--- src/rtl/hpdcache_flush_sweep_pkg.sv ---
// Purpose: shared types and helpers for the flush-all directory sweeper.
// Latency: n/a (types and a combinational packing function only).
// Backpressure: n/a.
package hpdcache_flush_sweep_pkg;

    // Sweep FSM: read a set, capture its dirty/tag vectors, issue one
    // allocation per dirty way, then wait for the flush controller to drain.
    typedef enum logic [2:0] {
        SWEEP_IDLE,
        SWEEP_READ,
        SWEEP_CAPTURE,
        SWEEP_SCAN,
        SWEEP_DRAIN
    } sweep_state_e;

    // Widest nline the packing helper can build; callers cast down to their width.
    localparam int unsigned NLINE_MAX_W = 64;

    // Build a line address {tag, set} from a tag and a set index of set_width bits.
    function automatic logic [NLINE_MAX_W-1:0] pack_nline(
        input logic [NLINE_MAX_W-1:0] tag,
        input logic [NLINE_MAX_W-1:0] set,
        input int unsigned            set_width
    );
        return (tag << set_width) | set;
    endfunction

endpackage

--- src/rtl/hpdcache_prio_1hot_encoder.sv ---
// Purpose: lowest-set-bit priority encoder, one-hot and binary index outputs.
// Latency: combinational.
// Backpressure: none.
module hpdcache_prio_1hot_encoder #(
    parameter int unsigned N     = 4,
    parameter int unsigned IDX_W = (N > 1) ? $clog2(N) : 1
) (
    input  logic [N-1:0]     val,
    output logic [N-1:0]     onehot,
    output logic [IDX_W-1:0] index,
    output logic             found
);

    // Scan from the top down so the lowest set bit is the last one written.
    always_comb begin
        onehot = '0;
        index  = '0;
        for (int i = N - 1; i >= 0; i--) begin
            if (val[i]) begin
                onehot    = '0;
                onehot[i] = 1'b1;
                index     = IDX_W'(i);
            end
        end
    end

    assign found = |val;

endmodule

--- src/rtl/hpdcache_flush_sweep.sv ---
// Purpose: flush-all sweeper; walks every directory set and allocates each dirty line to the flush controller.
// Latency: 3 cycles per clean set, plus one cycle per dirty line, plus drain until the flush controller is empty.
// Backpressure: holds dir read while grant is low, holds allocation stable while ready is low, waits in drain for empty.
module hpdcache_flush_sweep
    import hpdcache_flush_sweep_pkg::*;
#(
    parameter int unsigned SETS      = 64,
    parameter int unsigned WAYS      = 4,
    parameter int unsigned TAG_WIDTH = 20,
    parameter int unsigned SET_WIDTH = $clog2(SETS)
) (
    input  logic                           clk_i,
    input  logic                           rst_ni,
    input  logic                           req_i,
    output logic                           req_ready_o,
    output logic                           done_o,
    output logic                           busy_o,
    output logic                           dir_rd_o,
    output logic [SET_WIDTH-1:0]           dir_rd_set_o,
    input  logic                           dir_gnt_i,
    input  logic [WAYS-1:0]                dir_dirty_i,
    input  logic [WAYS*TAG_WIDTH-1:0]      dir_tag_i,
    output logic                           dir_clr_o,
    output logic [SET_WIDTH-1:0]           dir_clr_set_o,
    output logic [WAYS-1:0]                dir_clr_way_o,
    output logic                           flush_alloc_o,
    input  logic                           flush_alloc_ready_i,
    output logic [TAG_WIDTH+SET_WIDTH-1:0] flush_alloc_nline_o,
    output logic [WAYS-1:0]                flush_alloc_way_o,
    input  logic                           flush_empty_i
);

    localparam int unsigned WAY_IDX_W = (WAYS > 1) ? $clog2(WAYS) : 1;
    localparam int unsigned NLINE_W   = TAG_WIDTH + SET_WIDTH;
    localparam logic [SET_WIDTH-1:0] LAST_SET = SET_WIDTH'(SETS - 1);

    sweep_state_e                  state_q, state_d;
    logic [SET_WIDTH-1:0]          set_q;
    logic [WAYS-1:0]               pending_q;
    logic [WAYS*TAG_WIDTH-1:0]     tags_q;

    logic                          set_load;
    logic                          set_inc;
    logic                          capture;
    logic                          alloc_fire;

    logic [WAYS-1:0]               sel_onehot;
    logic [WAY_IDX_W-1:0]          sel_idx;
    logic                          sel_found;
    logic [TAG_WIDTH-1:0]          sel_tag;

    hpdcache_prio_1hot_encoder #(
        .N     (WAYS),
        .IDX_W (WAY_IDX_W)
    ) u_sel_enc (
        .val    (pending_q),
        .onehot (sel_onehot),
        .index  (sel_idx),
        .found  (sel_found)
    );

    assign sel_tag = tags_q[32'(sel_idx)*TAG_WIDTH +: TAG_WIDTH];

    // State register; reset drops any sweep in progress straight back to idle.
    always_ff @(posedge clk_i or negedge rst_ni) begin
        if (!rst_ni) begin
            state_q <= SWEEP_IDLE;
        end else begin
            state_q <= state_d;
        end
    end

    // Sweep datapath: set cursor, captured dirty vector and tags of the current set.
    always_ff @(posedge clk_i or negedge rst_ni) begin
        if (!rst_ni) begin
            set_q     <= '0;
            pending_q <= '0;
            tags_q    <= '0;
        end else begin
            if (set_load) begin
                set_q <= '0;
            end else if (set_inc) begin
                set_q <= set_q + SET_WIDTH'(1);
            end
            if (capture) begin
                pending_q <= dir_dirty_i;
                tags_q    <= dir_tag_i;
            end else if (alloc_fire) begin
                pending_q <= pending_q & ~sel_onehot;
            end
        end
    end

    // Next-state and output decode; outputs stay zero outside the state that owns them.
    always_comb begin
        state_d             = state_q;
        req_ready_o         = 1'b0;
        done_o              = 1'b0;
        busy_o              = (state_q != SWEEP_IDLE);
        dir_rd_o            = 1'b0;
        dir_rd_set_o        = '0;
        dir_clr_o           = 1'b0;
        dir_clr_set_o       = '0;
        dir_clr_way_o       = '0;
        flush_alloc_o       = 1'b0;
        flush_alloc_nline_o = '0;
        flush_alloc_way_o   = '0;
        set_load            = 1'b0;
        set_inc             = 1'b0;
        capture             = 1'b0;
        alloc_fire          = 1'b0;

        unique case (state_q)
            SWEEP_IDLE: begin
                req_ready_o = 1'b1;
                if (req_i) begin
                    set_load = 1'b1;
                    state_d  = SWEEP_READ;
                end
            end
            SWEEP_READ: begin
                dir_rd_o     = 1'b1;
                dir_rd_set_o = set_q;
                if (dir_gnt_i) begin
                    state_d = SWEEP_CAPTURE;
                end
            end
            SWEEP_CAPTURE: begin
                capture = 1'b1;
                state_d = SWEEP_SCAN;
            end
            SWEEP_SCAN: begin
                if (sel_found) begin
                    flush_alloc_o       = 1'b1;
                    flush_alloc_nline_o = NLINE_W'(pack_nline(NLINE_MAX_W'(sel_tag),
                                                              NLINE_MAX_W'(set_q),
                                                              SET_WIDTH));
                    flush_alloc_way_o   = sel_onehot;
                    if (flush_alloc_ready_i) begin
                        alloc_fire    = 1'b1;
                        dir_clr_o     = 1'b1;
                        dir_clr_set_o = set_q;
                        dir_clr_way_o = sel_onehot;
                    end
                end else if (set_q == LAST_SET) begin
                    state_d = SWEEP_DRAIN;
                end else begin
                    set_inc = 1'b1;
                    state_d = SWEEP_READ;
                end
            end
            SWEEP_DRAIN: begin
                if (flush_empty_i) begin
                    done_o  = 1'b1;
                    state_d = SWEEP_IDLE;
                end
            end
            default: begin
                state_d = SWEEP_IDLE;
            end
        endcase
    end

endmodule

--- config.mk ---
export PLATFORM = sky130hd
export DESIGN_NAME = hpdcache_flush_sweep
export DESIGN_NICKNAME = d
export VERILOG_FILES = /design/src/rtl/hpdcache_flush_sweep_pkg.sv /design/src/rtl/hpdcache_prio_1hot_encoder.sv /design/src/rtl/hpdcache_flush_sweep.sv
export SDC_FILE = /design/constraint.sdc
export NUM_CORES = 1
export LEC_CHECK = 0
export CAP_MARGIN = 20
export CELL_PAD_IN_SITES_DETAIL_PLACEMENT = 1
export CELL_PAD_IN_SITES_GLOBAL_PLACEMENT = 1
export CORE_MARGIN = 2
export CORE_UTILIZATION = 39
export CTS_CLUSTER_DIAMETER = 60
export CTS_CLUSTER_SIZE = 8
export DETAILED_ROUTE_END_ITERATION = 16
export PLACE_DENSITY_LB_ADDON = 0.1
export REMOVE_ABC_BUFFERS = 1
export SLEW_MARGIN = 20
export SYNTH_ARGS = -nofsm -noshare
export SYNTH_HDL_FRONTEND = slang
export SYNTH_SLANG_ARGS = --single-unit
--- constraint.sdc ---
create_clock -name clk_i -period 6.9 [get_ports clk_i]
set_clock_uncertainty 0.1 [all_clocks]
set_input_delay 2.07 -clock clk_i [delete_from_list [all_inputs] [get_ports clk_i]]
set_output_delay 2.07 -clock clk_i [all_outputs]
set_load 0.01 [all_outputs]
; Word level (Yosys, flattened, before mapping)
; Cells that the tools add are included.
[totals]
regBits = 93
[classes]
add_sub_neg = 1
multipliers = 1
n_eq_ne = 9
shifts = 1
muxes = 44
bitwise_logic = 3
reduce_logical = 6
[op_table]
columns = operator, n
row1 = 80-bit by 8-bit variable part select with 20-bit output, 1
row2 = 26-bit two-way mux, 2
row3 = 4-bit two-way mux, 11
row4 = 6-bit two-way mux, 6
row5 = 26-bit by 6-bit bitwise OR with 26-bit output, 1
row6 = 1-bit two-way mux, 15
row7 = 3-bit two-way mux, 5
row8 = 3-bit case mux with 5 select lines, 1
row9 = 2-bit two-way mux, 4
row10 = "2-bit != test, second input constant", 4
row11 = "6-bit by 1-bit adder with 6-bit output, second input constant", 1
row12 = "3-bit by 2-bit equality test with 1-bit output, second input constant", 2
row13 = "6-bit equality test, second input constant", 1
row14 = "2-bit by 3-bit multiplier with 5-bit output, second input constant", 1
row15 = 4-bit AND, 1
row16 = 4-bit inverter, 1
row17 = 4-bit AND reduction, 1
row18 = 2-bit nonzero test, 2
row19 = 4-bit OR reduction, 1
row20 = "3-bit by 1-bit equality test with 1-bit output, second input constant", 1
row21 = "3-bit equality test, second input constant", 1
row22 = 3-bit logical NOT, 1
row23 = 3-bit nonzero test, 1

; Depth between registers and ports, before layout
; Gate-level depths: netlist (run 1).
[logic_depth]
word_depth = 9
ltp_mapped = 7
mapped_depth_nobuf = 5

; Modules after synthesis
; Synthesis (run 1) repeated with hierarchy kept, for this count alone.
[hier_totals]
cells_unflattened = 500
area_unflattened_um2 = 4499.3
[by_module_without_submodules]
columns = mod, instances, cells_each, area_each_um2, seq_area_each_um2
row1 = hpdcache_flush_sweep, 1, 490, 4440.5, 2327.2
row2 = hpdcache_prio_1hot_encoder, 1, 10, 58.8, 0.0

; Worst setup path before layout (run 1)
; No wires, ideal clock.
[synth_path]
path_kind = input to output
from = input port flush_alloc_ready_i
to = output port dir_clr_set_o[0]
arrival_ns = 2.640
slack_ns = 2.090
stages = 3
path_buffers = 0
cell_sequence = nand2_1 -> nor2_1 -> and2_1
[synth_between]
elab_chain_cells = 3
[synth_rtl]
columns = item, line
row1 = from (decl), hpdcache_flush_sweep.sv:27  ; input logic flush_alloc_ready_i,
row2 = 6-bit two-way mux, hpdcache_flush_sweep.sv:139  ; if (flush_alloc_ready_i) begin
row3 = 6-bit two-way mux, hpdcache_flush_sweep.sv:133  ; if (sel_found) begin
row4 = 6-bit two-way mux, hpdcache_flush_sweep.sv:113  ; unique case (state_q)
row5 = to (decl), hpdcache_flush_sweep.sv:24  ; output logic [SET_WIDTH-1:0] dir_clr_set_o,
; No other way between the ends.

; Worst setup path in the final report (run 1)
; Same ends and word-level chain as after synthesis.

==> impl_metrics.json, run 1 <==
{
  "netlist_area_um2": 4520,
  "numPortBuffers": 141,
  "die_w_um": 112,
  "hold_path_class": "reg2reg",
  "r2r_start": "state_q[0]",
  "clk_latency_ns": 0.35,
  "finalNetCount": 596,
  "grt_max_degree": 89,
  "die-area_um2": 12500,
  "path_clk_slew_ns": 0.06,
  "routabilityCongestion": 0.774,
  "cts_root_buf": "clkbuf_16",
  "diodes": 0,
  "antenna_found_initial": 0,
  "postSynthCellCount": 376,
  "vias": 3430,
  "p_leak_nw": 2.61,
  "slew_violations": 0,
  "min_path_cells": 1,
  "cp-start-kind": "input pin",
  "hold_viol": 0,
  "ios": 142,
  "hp-start": "tags_q[48]",
  "drt_iter0_drc": 92,
  "hold_slack_ns": 0.398,
  "max_cap_violations": 0,
  "r2r-end": "set_q[3]",
  "fmax_mhz": 169,
  "num_rows": 39,
  "grt_overflow": 0,
  "initial_core_util": 0.397,
  "ys_types": 31,
  "final_area_um2": 6350,
  "syn2layout_area_growth_pct": 40.6,
  "period_needed_ns": 5.93,
  "dpl_cell_area_um2": 6050,
  "drc": 0,
  "crit_type": "in2out",
  "vias_per_cell": 5.26,
  "peakVddDrop_v": 0.000229,
  "layout-drive-gt1-share": 0.208,
  "p_per_area_nw_per_um2": 427,
  "firstDrtPassIters": 4,
  "ant_nets": 0,
  "cts_resized": 0,
  "grt_pass1_wl_mm": 18.9,
  "h-tree-depth": 3,
  "syn_avg_cell_area_um2": 12.0,
  "cts_made_buffers": 9,
  "dp_hpwl_mm": 7.75,
  "core_um2": 11400,
  "setup_viol": 0,
  "dieHeight_um": 112,
  "cp.arrival_ns": 3.76,
  "period_share": 0.859,
  "wl_per_cell_um": 17.7,
  "cts.sinks": 93,
  "slew-limit-headroom": 0.305,
  "r2r_cells": 4,
  "clock_path_buffers": 2,
  "cts_tree": "built",
  "cp.required_ns": 4.73,
  "critPathMaxFanout": 7,
  "postCtsSetupBuffers": 0,
  "grt_pass1_vias": 3577,
  "track_usage": 0.195,
  "finalSetupTns_ns": 0,
  "synth-seq-cells": 93,
  "rrSetupSlack_ns": 4.70,
  "endpoint_kind": "primary output",
  "synth-seq-area-share": 0.515,
  "status": "complete, no violations",
  "fillers": 1212,
  "route.final.wire_length_mm": 11.5,
  "holdPathEnd": "tags_q[48]",
  "cts_hold_buf": 0,
  "rsz0062_at_grt": "no",
  "yosys_warnings": 0,
  "tightest_slew_ns": 1.04
}
-- layout make-up --
| cell class | instances | area (um^2) | area share |
|---|---|---|---|
| Sequential cell | 93 | 2330 | 0.367 |
| Multi-Input combinational cell | 250 | 2090 | 0.329 |
| Timing Repair Buffer | 145 | 1440 | 0.227 |
| Clock buffer | 11 | 243 | 0.0382 |
| Tap cell | 143 | 179 | 0.0282 |
| Clock inverter | 4 | 48.8 | 0.00768 |
| Inverter | 6 | 22.5 | 0.00355 |
-- routing by layer --
layer  track usage  part of all wire  up-vias
met4        0.0617             0.013        0
met1         0.243              0.44     1722
met2         0.323              0.49       94
li1              -                 -     1604
met3        0.0642             0.064       10
met5             0                 0        -
-- logic make-up (layout without fill, tap and decap cells) --
logic type | after synthesis | after routing | share of synthesized area
compound gates | 59 | 59 | 0.0914
buf+inv | 33 | 166 | 0.0307
xor+xnor | 1 | 1 | 0.00194
fa+ha+maj | 1 | 1 | 0.00277
mux | 102 | 102 | 0.248
flops | 93 | 93 | 0.515
simple gates | 87 | 87 | 0.110
-- synthesized netlist by cell type (all sizes together) --
master   instances  area (um^2)
or4              2         18.8
o211ai           1         7.51
dfrtp           93         2330
o21bai           1         7.51
o2111ai          1         8.76
nand3            7         35.0
mux2i           22          220
clkbuf          15         56.3
mux2            80          901
nor3             6         35.0
or3              1         6.26
xor2             1         8.76
a21oi            2         10.0
nand2b           1         6.26
nand2           17         63.8
o21ai           12         63.8
inv              6         22.5
and2            14         87.6
buf             12         60.1
nor4             1         12.5
nor2b           22          138
ha               1         12.5
a21boi           1         7.51
nor2             5         18.8
and3             9         56.3
and3b            2         17.5
a211oi          41          308
-- layout by cell type (no fill, tap or decap), types with 2 or more instances in the layout --
cell	instances
clkbuf_16	9
inv_1	6
nand3_1	7
mux2_2	80
nand2_1	17
mux2i_1	22
a21oi_1	2
nor2_1	5
nor2b_1	21
and3b_1	2
o21ai_0	9
clkinv_2	2
and2_1	14
dfrtp_1	93
buf_4	4
a211oi_1	41
and3_1	9
clkdlybuf4s50_1	140
nor3_1	5
-- flip-flops by register name, summed over array words and instances, names as in the netlist --
register   count
pending_q      4
state_q        3
tags_q        80
set_q          6
-- worst max path at each step --
stage | from | to | slack (ns) | depth (start not counted)
after floorplan | pending_q[2] | flush_alloc_nline_o[10] | 1.15 | 4
after global placement | flush_alloc_ready_i | dir_clr_set_o[1] | 1.02 | 5
after detailed placement | flush_alloc_ready_i | dir_clr_set_o[0] | 0.97 | 5
after CTS | flush_alloc_ready_i | dir_clr_set_o[0] | 0.97 | 5
after global routing | flush_alloc_ready_i | dir_clr_set_o[5] | 0.87 | 5
final | flush_alloc_ready_i | dir_clr_set_o[0] | 0.97 | 5
-- where the power goes --
part	switching, mW	leakage, nW	internal, mW
sequential	0.173	1.12	0.814
combinational	0.563	1.35	0.667
clock	0.208	0.145	0.288
total	0.944	2.61	1.77
-- stage by stage --
step                power, mW  setup slack (ns)   util  instances
finish                   2.71             0.971  0.558        652
global route             2.91             0.868  0.558        652
CTS                      2.75             0.967  0.558        652
detailed placement       2.25             0.967  0.533        637
global placement         2.19              1.02  0.533        637
floorplan                1.75              1.15      -        349
-- critical path, cell delays in order --
cell and delay, ns:
clkdlybuf4s50_1 0.52, nand2_1 0.11, nor2_1 0.34, and2_1 0.19
clkdlybuf4s50_1 0.53
Power figures use the tool's default switching activity.
==> run 2: changes to the inputs <==
--- a/config.mk
+++ b/config.mk
@@ -5,7 +5,7 @@
 export SDC_FILE = /design/constraint.sdc
 export NUM_CORES = 1
 export LEC_CHECK = 0
-export CAP_MARGIN = 20
+export CAP_MARGIN = 0
 export CELL_PAD_IN_SITES_DETAIL_PLACEMENT = 1
 export CELL_PAD_IN_SITES_GLOBAL_PLACEMENT = 1
 export CORE_MARGIN = 2
==> results of run 2 <==
Same layout as run 1: the final DEF is identical, and so are final timing and power.
==> run 3: changes to the inputs <==
--- a/config.mk
+++ b/config.mk
@@ -15,7 +15,7 @@
 export DETAILED_ROUTE_END_ITERATION = 16
 export PLACE_DENSITY_LB_ADDON = 0.1
 export REMOVE_ABC_BUFFERS = 1
-export SLEW_MARGIN = 20
+export SLEW_MARGIN = 10
 export SYNTH_ARGS = -nofsm -noshare
 export SYNTH_HDL_FRONTEND = slang
 export SYNTH_SLANG_ARGS = --single-unit
==> impl_metrics.json, run 3 (synthesis results as in run 1) <==
{
  "status": "complete, no violations",
  "clk_latency_ns": 0.35,
  "fillers": 1210,
  "peakVddDrop_v": 0.000230,
  "vias": 3432,
  "final_util": 0.558,
  "route.final.wire_length_mm": 11.5,
  "dieHeight_um": 112,
  "fmax_mhz": 169,
  "wl_per_cell_um": 17.7,
  "cp.arrival_ns": 3.76,
  "multiInputGateArea_um2": 2090,
  "track_usage": 0.195,
  "cts_hold_buf": 0,
  "ant_nets": 0,
  "cts_made_buffers": 9,
  "grt_overflow": 0,
  "die_w_um": 112,
  "max_cap_violations": 0,
  "setup_viol": 0,
  "grt_max_degree": 89,
  "slew_violations": 0,
  "p_leak_nw": 2.61,
  "crit_type": "in2out",
  "hold_path_class": "reg2reg",
  "hold_viol": 0,
  "drt_iter0_drc": 92,
  "core_um2": 11400,
  "postCtsSetupBuffers": 0,
  "period_share": 0.859,
  "wl_met2_mm": 5.62,
  "path_clk_slew_ns": 0.06,
  "tightest_slew_ns": 1.13,
  "cts_root_buf": "clkbuf_16",
  "largest_register_ffs": 80,
  "cp.required_ns": 4.73,
  "p_per_area_nw_per_um2": 428,
  "reg.largest.list": "tags_q (80), set_q (6), pending_q (4)",
  "antenna_found_initial": 0,
  "regArea_um2": 2330,
  "numPortBuffers": 141,
  "finalSetupTns_ns": 0,
  "top_register": "tags_q",
  "grt_pass1_wl_mm": 18.9,
  "dr_wl_met3_um": 723,
  "met1_length_mm": 5.05,
  "num_rows": 39,
  "critPathMaxFanout": 7,
  "ios": 142,
  "finalNetCount": 596,
  "die-area_um2": 12500,
  "diodes": 0,
  "endpoint_kind": "primary output",
  "dr.max_layer_used": "met4",
  "drc": 0,
  "cp-start-kind": "input pin",
  "clock_path_buffers": 2,
  "cts_tree": "built",
  "initial_core_util": 0.397,
  "dp_hpwl_mm": 7.75,
  "h-tree-depth": 3,
  "syn2layout_area_growth_pct": 40.5,
  "rsz0062_at_grt": "no",
  "firstDrtPassIters": 4,
  "grt_pass1_vias": 3577,
  "final_common_cell": "clkdlybuf4s50_1",
  "routabilityCongestion": 0.774,
  "cts.sinks": 93,
  "slew-limit-headroom": 0.247,
  "cts_resized": 0,
  "layout-drive-gt1-share": 0.208,
  "final_cell_mix": "clkdlybuf4s50_1, dfrtp_1, mux2_2",
  "period_needed_ns": 5.93,
  "vias_per_cell": 5.26
}
## run 3: report_power, final
| part | internal (mW) | switching [mW] | total (mW) |
|---|---|---|---|
| Combinational | 0.668 | 0.563 | 1.23 |
| Sequential | 0.814 | 0.173 | 0.987 |
| Clock | 0.288 | 0.208 | 0.496 |
| Total | 1.77 | 0.944 | 2.71 |
## run 3: worst max-delay path, cell delays in order
cell	delay [ns]
clkdlybuf4s50_1	0.52
nand2_1	0.11
nor2_1	0.34
and2_1	0.19
clkdlybuf4s50_1	0.53
## run 3: cell type report
type,instances,share of cell area
clock buffers,11,0.0382
inverters,6,0.00355
repair buffers,145,0.227
multi-input cells,250,0.329
clock inverters,4,0.00769
flip-flops and latches,93,0.367
well taps,143,0.0282
## run 3: per-layer routing
layer	up-vias	track usage
met4	0	0.0617
li1	1606	-
met5	-	0
met2	92	0.323
met3	10	0.0642
met1	1724	0.243
## run 3: path summary, 6_finish.rpt
| kind | startpoint | end | slack (ns) | depth (start not counted) |
|---|---|---|---|---|
| max | flush_alloc_ready_i | dir_clr_set_o[0] | 0.97 | 5 |
| min | tags_q[48] | tags_q[48] | 0.40 | 1 |
| max reg2reg | state_q[1] | tags_q[7] | 4.55 | 4 |
| min reg2reg | tags_q[48] | tags_q[48] | 0.40 | 1 |
| max in group asynchronous | rst_ni | tags_q[6] | 4.00 | 2 |
| min in group asynchronous | rst_ni | tags_q[73] | 1.55 | 1 |
## run 3: metrics by stage
step | setup slack (ns) | power (mW) | hold slack, ns | cells | area (um^2)
final | 0.971 | 2.71 | 0.398 | 652 | 6350
after global routing | 0.868 | 2.91 | 0.409 | 652 | 6350
after CTS | 0.967 | 2.75 | 0.402 | 652 | 6350
after detailed placement | 0.967 | 2.25 | 0.388 | 637 | 6050
after global placement | 1.02 | 2.19 | 0.383 | 637 | 6050
after floorplan | 1.15 | 1.75 | 0.373 | 349 | 4400
